`src/rtl/spi_pkg.sv`:
```
// Shared definitions for the system-clocked SPI slave: mode encodings and FSM states.
package spi_pkg;

    // {CPOL, CPHA}
    localparam logic [1:0] MODE0 = 2'b00;
    localparam logic [1:0] MODE1 = 2'b01;
    localparam logic [1:0] MODE2 = 2'b10;
    localparam logic [1:0] MODE3 = 2'b11;

    typedef enum logic [1:0] {
        IDLE,
        LOAD,
        SHIFT
    } spi_state_e;

endpackage

```
`src/rtl/spi_sync_edge.sv`:
```
// Multi-flop synchroniser for an asynchronous input, with one-clk rise/fall pulses
// derived from the synchronised level.
module spi_sync_edge #(
    parameter int unsigned SYNC_STAGES = 2,
    parameter logic        RESET_VAL   = 1'b0
) (
    input  logic clk,
    input  logic reset_n,
    input  logic din,
    output logic dout,
    output logic rise,
    output logic fall
);

    logic [SYNC_STAGES-1:0] sync_q, sync_d;
    logic                   prev_q, prev_d;

    always_comb begin
        sync_d = {sync_q[SYNC_STAGES-2:0], din};
        prev_d = sync_q[SYNC_STAGES-1];
    end

    always_ff @(posedge clk or negedge reset_n) begin
        if (!reset_n) begin
            sync_q <= {SYNC_STAGES{RESET_VAL}};
            prev_q <= RESET_VAL;
        end else begin
            sync_q <= sync_d;
            prev_q <= prev_d;
        end
    end

    assign dout = sync_q[SYNC_STAGES-1];
    assign rise = dout & ~prev_q;
    assign fall = ~dout & prev_q;

endmodule

```
`src/rtl/spi_slave_sync.sv`:
```
// SPI slave running entirely in the system clock domain; all four CPOL/CPHA modes,
// back-to-back words under one CS_, buffered TX word and strobed RX word.
module spi_slave_sync
    import spi_pkg::*;
#(
    parameter int unsigned           DATA_WIDTH  = 8,
    parameter int unsigned           LSB_FIRST   = 1,
    parameter int unsigned           SYNC_STAGES = 2,
    parameter logic [DATA_WIDTH-1:0] TX_FILL     = '0
) (
    input  logic                  clk,
    input  logic                  reset_n,
    input  logic                  slaveCPOL,
    input  logic                  slaveCPHA,
    input  logic                  slaveSCLK,
    input  logic                  slaveCS_,
    input  logic                  slaveMOSI,
    output logic                  slaveMISO,
    output logic                  slaveMISO_oe,
    input  logic [DATA_WIDTH-1:0] tx_data,
    input  logic                  tx_valid,
    output logic                  tx_ready,
    output logic [DATA_WIDTH-1:0] rx_data,
    output logic                  rx_valid,
    output logic                  tx_underrun,
    output logic                  busy
);

    localparam int unsigned     CW   = $clog2(DATA_WIDTH + 1);
    localparam logic [CW-1:0]   LAST = CW'(DATA_WIDTH - 1);

    logic sclk_lvl, sclk_rise, sclk_fall;
    logic cs_lvl, cs_rise, cs_fall;
    logic lead_edge, trail_edge, sample_edge, shift_edge;
    logic mosi;

    spi_sync_edge #(.SYNC_STAGES(SYNC_STAGES), .RESET_VAL(1'b0)) u_sclk_sync (
        .clk(clk), .reset_n(reset_n), .din(slaveSCLK),
        .dout(sclk_lvl), .rise(sclk_rise), .fall(sclk_fall)
    );

    spi_sync_edge #(.SYNC_STAGES(SYNC_STAGES), .RESET_VAL(1'b1)) u_cs_sync (
        .clk(clk), .reset_n(reset_n), .din(slaveCS_),
        .dout(cs_lvl), .rise(cs_rise), .fall(cs_fall)
    );

    // Same depth as the SCLK chain so a detected edge sees the MOSI level of that edge
    logic [SYNC_STAGES-1:0] mosi_sync_q, mosi_sync_d;
    always_comb mosi_sync_d = {mosi_sync_q[SYNC_STAGES-2:0], slaveMOSI};
    assign mosi = mosi_sync_q[SYNC_STAGES-1];

    spi_state_e            state_q, state_d;
    logic [CW-1:0]         cnt_q, cnt_d;
    logic                  armed_q, armed_d;
    logic [DATA_WIDTH-1:0] shout_q, shout_d;
    logic [DATA_WIDTH-1:0] shin_q, shin_d;
    logic                  miso_q, miso_d;
    logic [DATA_WIDTH-1:0] rx_data_q, rx_data_d;
    logic                  rx_valid_q, rx_valid_d;
    logic                  underrun_q, underrun_d;
    logic [DATA_WIDTH-1:0] buf_q, buf_d;
    logic                  buf_full_q, buf_full_d;
    logic                  load_now;
    logic [DATA_WIDTH-1:0] load_word;

    function automatic logic first_bit(input logic [DATA_WIDTH-1:0] w);
        return (LSB_FIRST != 0) ? w[0] : w[DATA_WIDTH-1];
    endfunction

    function automatic logic [DATA_WIDTH-1:0] drop_bit(input logic [DATA_WIDTH-1:0] w);
        return (LSB_FIRST != 0) ? (w >> 1) : (w << 1);
    endfunction

    always_comb begin
        lead_edge  = slaveCPOL ? sclk_fall : sclk_rise;
        trail_edge = slaveCPOL ? sclk_rise : sclk_fall;
        case ({slaveCPOL, slaveCPHA})
            MODE0, MODE2: begin sample_edge = lead_edge;  shift_edge = trail_edge; end
            MODE1, MODE3: begin sample_edge = trail_edge; shift_edge = lead_edge;  end
            default:      begin sample_edge = 1'b0;       shift_edge = 1'b0;       end
        endcase
    end

    always_comb begin
        state_d    = state_q;
        cnt_d      = cnt_q;
        armed_d    = armed_q;
        shout_d    = shout_q;
        shin_d     = shin_q;
        miso_d     = miso_q;
        rx_data_d  = rx_data_q;
        rx_valid_d = 1'b0;
        underrun_d = 1'b0;
        buf_d      = buf_q;
        buf_full_d = buf_full_q;
        load_now   = 1'b0;
        load_word  = buf_full_q ? buf_q : TX_FILL;

        if (state_q != IDLE && (cs_rise || cs_lvl)) begin
            state_d = IDLE;
            cnt_d   = '0;
            armed_d = 1'b0;
        end else begin
            case (state_q)
                IDLE: if (cs_fall) state_d = LOAD;
                LOAD: begin
                    load_now = 1'b1;
                    cnt_d    = '0;
                    armed_d  = (sclk_lvl == slaveCPOL);
                    shout_d  = load_word;
                    if (!slaveCPHA) begin
                        miso_d  = first_bit(load_word);
                        shout_d = drop_bit(load_word);
                    end
                    state_d = SHIFT;
                end
                SHIFT: begin
                    // Edges only count once SCLK has been seen at its idle level
                    if (!armed_q) begin
                        armed_d = (sclk_lvl == slaveCPOL);
                    end else if (shift_edge) begin
                        miso_d  = first_bit(shout_q);
                        shout_d = drop_bit(shout_q);
                    end else if (sample_edge) begin
                        shin_d = (LSB_FIRST != 0) ? {mosi, shin_q[DATA_WIDTH-1:1]}
                                                  : {shin_q[DATA_WIDTH-2:0], mosi};
                        if (cnt_q == LAST) begin
                            // Reload holds the whole next word; the next shift edge drives its first bit
                            cnt_d      = '0;
                            rx_data_d  = shin_d;
                            rx_valid_d = 1'b1;
                            load_now   = 1'b1;
                            shout_d    = load_word;
                        end else begin
                            cnt_d = cnt_q + 1'b1;
                        end
                    end
                end
                default: state_d = IDLE;
            endcase
        end

        if (load_now) begin
            underrun_d = ~buf_full_q;
            if (buf_full_q) buf_full_d = 1'b0;
        end
        if (tx_valid && !buf_full_q) begin
            buf_d      = tx_data;
            buf_full_d = 1'b1;
        end
    end

    always_ff @(posedge clk or negedge reset_n) begin
        if (!reset_n) begin
            state_q     <= IDLE;
            cnt_q       <= '0;
            armed_q     <= 1'b0;
            shout_q     <= '0;
            shin_q      <= '0;
            miso_q      <= 1'b0;
            rx_data_q   <= '0;
            rx_valid_q  <= 1'b0;
            underrun_q  <= 1'b0;
            buf_q       <= '0;
            buf_full_q  <= 1'b0;
            mosi_sync_q <= '0;
        end else begin
            state_q     <= state_d;
            cnt_q       <= cnt_d;
            armed_q     <= armed_d;
            shout_q     <= shout_d;
            shin_q      <= shin_d;
            miso_q      <= miso_d;
            rx_data_q   <= rx_data_d;
            rx_valid_q  <= rx_valid_d;
            underrun_q  <= underrun_d;
            buf_q       <= buf_d;
            buf_full_q  <= buf_full_d;
            mosi_sync_q <= mosi_sync_d;
        end
    end

    assign slaveMISO    = miso_q;
    assign slaveMISO_oe = ~cs_lvl;
    assign tx_ready     = ~buf_full_q;
    assign rx_data      = rx_data_q;
    assign rx_valid     = rx_valid_q;
    assign tx_underrun  = underrun_q;
    assign busy         = (state_q != IDLE);

endmodule

```
`config.mk`:
```
export PLATFORM = sky130hd
export DESIGN_NAME = spi_slave_sync
export DESIGN_NICKNAME = d
export VERILOG_FILES = /design/src/rtl/spi_pkg.sv /design/src/rtl/spi_sync_edge.sv /design/src/rtl/spi_slave_sync.sv
export SDC_FILE = /design/constraint.sdc
export NUM_CORES = 1
export LEC_CHECK = 0
export CAP_MARGIN = 15
export CORE_MARGIN = 2
export CORE_UTILIZATION = 30
export DETAILED_ROUTE_END_ITERATION = 10
export MAX_ROUTING_LAYER = met4
export PLACE_DENSITY = 0.53
export SETUP_SLACK_MARGIN = 0.2
export SYNTH_ARGS = -nofsm -noshare
export SYNTH_HDL_FRONTEND = slang
export SYNTH_HIERARCHICAL = 1
export SYNTH_SLANG_ARGS = --single-unit
```
`constraint.sdc`:
```
create_clock -name clk -period 2.9 [get_ports clk]
set_clock_uncertainty 0.1 [all_clocks]
set_input_delay 0.29 -clock clk [delete_from_list [all_inputs] [get_ports clk]]
set_output_delay 0.29 -clock clk [all_outputs]
set_load 0.05 [all_outputs]
```
After elaboration in Yosys (flattened, before gate mapping)
Index checks and enable logic that the tools add are counted.
Word-level totals
  latch bits: 0
  register bits after elaboration: 51
  memories kept: 0
  bits in read-only memories: 0
  output and inout port bits: 14
  input bits: 16
  logic and storage cells: 101
  RAM bits: 0
Cells by class
  $add $sub $neg: 1
  reductions and logical operators: 18
  shifts and indexed selects: 0
  equal/unequal tests: 17
  multipliers: 0
  bitwise operators: 11
  divide/modulo/power cells: 0
  mux-type cells: 38
  $lt $le $gt $ge: 0
Operators by type and width (number)
  $mux 8: 6
  $mux 4: 5
  $ne 3x3->1 const B: 6
  $mux 1: 17
  $pmux 8 s2: 1
  $reduce_and 5->1: 3
  $pmux 1 s2: 5
  $ne 2x2->1 const B: 4
  $pmux 4 s2: 1
  $not 1->1: 7
  $eq 2x2->1 const B: 3
  $pmux 2 s3: 1
  $reduce_and 6->1: 1
  $reduce_bool 2->1: 3
  $add 4x1->4 const B: 1
  $and 1x1->1: 4
  $eq 2x1->1 const B: 2
  $eq 4x3->1 const B: 1
  $logic_not 2->1: 2
  $mux 2: 2
  $reduce_and 4->1: 1
  $reduce_or 2->1: 2
  $reduce_bool 3->1: 1
  $logic_and 1x1->1: 2
  4 further kinds: 4

Depth between registers and ports, before layout
  depth after elaboration: 11
  gate-level depth with buffers: 8
  depth with buffers taken out: 7

Modules after synthesis
The synthesis kept the hierarchy.
By module, submodules not included
  spi_slave_sync: area an instance 2173.3 um2, instances 1, cells an instance 178
  spi_sync_edge (u_cs_sync): area an instance 93.8 um2, instances 1, cells an instance 5
  spi_sync_edge (u_sclk_sync): area an instance 90.1 um2, instances 1, cells an instance 5

Least setup slack after synthesis
Ideal clock, no wire load.
  path kind: register to register
  start point: reg u_sclk_sync.sync_q[1]
  end point: reg rx_data_q[0] (netlist: rx_data[0])
  required time: 2.675 ns
  data arrival time: 1.975 ns
  slack: 0.700 ns
  cell stages (with the launch flop): 9
  period minus slack after synthesis: 2.200 ns
  path through: dfrtp_1 nor2b_1 nand3b_1 mux2i_2 and3_1 buf_6 and2_4 buf_6 mux2_4
On the way
  elaborated cells on any way between the ends: 9
RTL lines
  from (decl): line spi_sync_edge.sv:15  | logic [SYNC_STAGES-1:0] sync_q, sync_d;
  from (signal assigned): line spi_sync_edge.sv:25  | sync_q <= {SYNC_STAGES{RESET_VAL}};
  from (signal assigned): line spi_sync_edge.sv:28  | sync_q <= sync_d;
  $and 1x1->1 *: line spi_sync_edge.sv:34  | assign rise = dout & ~prev_q;
  named net sclk_rise: line spi_slave_sync.sv:32  | logic sclk_lvl, sclk_rise, sclk_fall;
  $mux 1, on equally long branches: line spi_slave_sync.sv:75, spi_slave_sync.sv:76
  $pmux 1 s2: line spi_slave_sync.sv:77  | case ({slaveCPOL, slaveCPHA})
  $not 1->1 (no source line)
  $reduce_and 6->1 (no source line) *
  to (signal assigned): line spi_slave_sync.sv:174  | rx_data_q <= rx_data_d;
  to (decl): line spi_slave_sync.sv:58  | logic [DATA_WIDTH-1:0] rx_data_q, rx_data_d;
Mark *: on every way through the listed nets, which the timed path passes. The rest lies on a longest branch.
A chain may end at the register's enable or synchronous reset.

Final worst setup path
  start point: reg cnt_q[0]
  end point: reg shout_q[0]
On the way
  word-level cells in the longest chain between the ends: 3
Ends and longest elaborated chain
  from (decl): line spi_slave_sync.sv:53  | logic [CW-1:0] cnt_q, cnt_d;
  from (signal assigned): line spi_slave_sync.sv:169  | cnt_q <= cnt_d;
  $eq 4x3->1: line spi_slave_sync.sv:127  | if (cnt_q == LAST) begin
  $ne 3x3->1 (no source line)
  $reduce_and 5->1 (no source line)
  to (signal assigned): line spi_slave_sync.sv:171  | shout_q <= shout_d;
  to (decl): line spi_slave_sync.sv:55  | logic [DATA_WIDTH-1:0] shout_q, shout_d;
No other way between the ends.

==> impl_metrics.env <==
export IMPL_status="finished, violations left"
export IMPL_violations="hold timing"
export IMPL_cts_buffer_depth=2
export IMPL_cap_violations=0
export IMPL_timing_hold_ws_ns=-0.0124
export IMPL_cts_sinks=50
export IMPL_fin_crit_ns=2.37
export IMPL_drv_slew=0
export IMPL_cp_required_ns=2.99
export IMPL_busiest_layer="met2"
export IMPL_cp_slowest_cell="a211oi_4"
export IMPL_die_width_um=92.6
export IMPL_worstPathCellList="ha_1, and3b_1, o21a_1, o22ai_1, a211oi_4, mux2_2"
export IMPL_async_flop_share_pct=100
export IMPL_dr_total_vias=1537
export IMPL_yosysUniqueCellTypes=44
export IMPL_grt_first_pass_wirelength_um=7730
export IMPL_final_core_util_pct=37.6
export IMPL_grt_util_met3_pct=2.93
export IMPL_grt_util_met2_pct=17.7
export IMPL_finalNetCount=247
export IMPL_tritoncts="built"
export IMPL_clk_latency_ns=0.30
export IMPL_post_cts_buffers=0
export IMPL_cts_made_buffers=5
export IMPL_dp_cells=320
export IMPL_cts_resized_gates=0
export IMPL_cp_max_fo=8
export IMPL_syn_inst=188
export IMPL_wire_per_inst_um=13.2
export IMPL_drive_gt1_share_pct=22.7
export IMPL_worst_setup_path_type="flip-flop to flip-flop"
export IMPL_grt_antenna_before_repair=0
export IMPL_worst_slew_pin_slew_ns=0.878
export IMPL_start_util_pct=30.7
export IMPL_io_pins=30
export IMPL_grt_use_total_pct=11.7
export IMPL_rows=32
export IMPL_final_antenna_net_count=0
export IMPL_fin_cells=327
export IMPL_synth_top_cell_area_share_pct=49.9
export IMPL_rsz0062_at_grt="no"
export IMPL_ys_warn_count=6
export IMPL_clk_pin_slew_ns=0.09
export IMPL_power_density_nw_per_um2=788
export IMPL_leakage_nw=1.28
export IMPL_grt_max_degree=51
export IMPL_drtIter0Drc=54
export IMPL_critPathLaunchType="flip-flop"
export IMPL_dieHeight_um=92.6
export IMPL_ir_drop_mv=0.391
export IMPL_crit_arrival_ns=2.47
export IMPL_synth_yosys_seq_area_share_pct=53.2
export IMPL_hp_class="primary input to asynchronous set/reset pin"
export IMPL_avgSynthCellArea_um2=12.5
export IMPL_dieArea_um2=8580
export IMPL_grt_pass1_vias=1603
export IMPL_core_um2=7690
export IMPL_synth_edf_count=0
export IMPL_post_route_period_util_pct=81.9
export IMPL_routed_via_density=4.70
export IMPL_area_growth_pct=22.7
export IMPL_hpwlAfterDp_um=3030
export IMPL_portBuffers=29
export IMPL_setup_violations=0
export IMPL_yosys_area_top_type="dfrtp_1"
export IMPL_grt_use_met1_pct=15.5
export IMPL_firstDrtPassIters=5
export IMPL_grt_overflow_total=0
export IMPL_wirelength_um=4310
export IMPL_cts_root_buffer="clkbuf_8"
export IMPL_critPathMaxStageDelay_ns=0.58
export IMPL_critPathBufInv=0
export IMPL_hold_buffers=0
export IMPL_n_antenna_cell=0
export IMPL_gp_routability_congestion=0.696
export IMPL_critical_path_top_delay_family="compound AO/OA/AOI/OAI gates"
export IMPL_relSlewSlack_pct=41.3
export IMPL_synth_main_ff_cell="dfrtp_1"
export IMPL_fmax_mhz=421
export IMPL_fin_setup_tns_ns=0
export IMPL_synth_area_um2=2360
export IMPL_setup_worst_path_end_class="flip-flop"
export IMPL_synth_area_leaders="dfrtp_1, mux2_2, mux2_4"
export IMPL_synth_seq_cells=50
export IMPL_hold_violations=42
export IMPL_drc_errors=0
export IMPL_cts_htree_levels=2
export IMPL_synthesis_nets=210
-- routing by layer --
layer,part of all wire [%],wire [µm]
met1,51,2180
met3,3.9,166
met5,0,0
met2,44,1890
met4,1.6,69
-- cell usage after synthesis (2+ instances only) --
library cell and count:
o21ai_0 4, dfstp_2 3, o21bai_1 2, mux2_4 8, a222oi_1 6, a21oi_1 5, and3_1 3, mux2_2 18
a31oi_1 3, nand4_1 2, and2b_2 2, buf_6 2, nand3b_1 3, clkbuf_1 3, nor2b_1 3, nor2_1 9
a211o_1 2, ha_1 6, inv_1 12, dfrtp_1 47, nand2_1 11, mux2i_1 10, nand3_1 2, nor3_1 2
-- kinds of logic (layout without fill, tap and decap cells) --
family / Yosys count / in the layout / synth area share (%)
flip-flops: 50 / 50 / 53.2
AO/OA/AOI/OAI: 29 / 29 / 9.77
adder cells (fa/ha/maj): 6 / 6 / 3.18
XOR/XNOR: 2 / 2 / 1.06
AND/OR/NAND/NOR: 45 / 45 / 10.5
buffers and inverters: 19 / 56 / 3.71
multiplexers: 37 / 37 / 18.5
-- power breakdown --
group          leakage (nW)  internal (mW)  switching [mW]
registers             0.640          0.852           0.123
clock network        0.0542          0.254           0.232
logic                 0.588          0.379           0.439
-- placed cells by master, fill, tap and decap left out, types with 7 or more instances in the layout --
cell type / instances
dfrtp_1: 47
mux2i_1: 10
nand2_1: 11
inv_1: 12
mux2_2: 18
nor2_1: 9
buf_4: 7
clkdlybuf4s50_1: 28
mux2_4: 8
-- per-stage QoR --
| step | total power [mW] | cell area, µm² | worst slack, ns |
|---|---|---|---|
| 3_5_place_dp | 1.82 | 2780 | 0.228 |
| 2_1_floorplan | 1.57 | 2360 | 0.700 |
| 3_3_place_gp | 1.80 | 2780 | 0.249 |
| 6_report | 2.28 | 2890 | 0.525 |
| 5_1_grt | 2.45 | 2890 | 0.347 |
| 4_1_cts | 2.31 | 2890 | 0.466 |
-- worst paths after layout --
kind,start,endpoint,cells past startpoint,slack [ns]
max,cnt_q[0],shout_q[0],6,0.53
min reg2reg,u_sclk_sync/sync_q[0],u_sclk_sync/sync_q[1],0,0.26
max reg2reg,cnt_q[0],shout_q[0],6,0.53
min,reset_n,buf_q[3],2,-0.01
max in group asynchronous,reset_n,slaveMISO,2,2.30
min in group clk,u_sclk_sync/sync_q[0],u_sclk_sync/sync_q[1],0,0.26
-- flip-flops by register name, indices dropped and copies added (netlist names) --
| signal | cells |
|---|---|
| buf_q | 8 |
| rx_data | 8 |
| shout_q | 8 |
| shin_q | 7 |
| cnt_q | 4 |
| mosi_sync_q | 2 |
| state_q | 2 |
| u_cs_sync/sync_q | 2 |
| u_sclk_sync/sync_q | 2 |
| armed_q | 1 |
| buf_full_q | 1 |
| rx_valid | 1 |
| slaveMISO | 1 |
| tx_underrun | 1 |
| u_cs_sync/prev_q | 1 |
| u_sclk_sync/prev_q | 1 |
-- worst register-to-register path, stage by stage (launching register included) --
cell,delay (ns)
dfrtp_1,0.42
ha_1,0.22
and3b_1,0.30
o21a_1,0.14
o22ai_1,0.10
a211oi_4,0.58
mux2_2,0.40
-- area by class of cell --
class,instances,area [µm²]
Clock buffer,5,68.8
Clock inverter,2,38.8
Fill cell,788,4800
Inverter,13,48.8
Multi-Input combinational cell,119,1010
Sequential cell,50,1250
Tap cell,102,128
Timing Repair Buffer,36,338
Note: power is estimated with default switching activity, not from simulation.
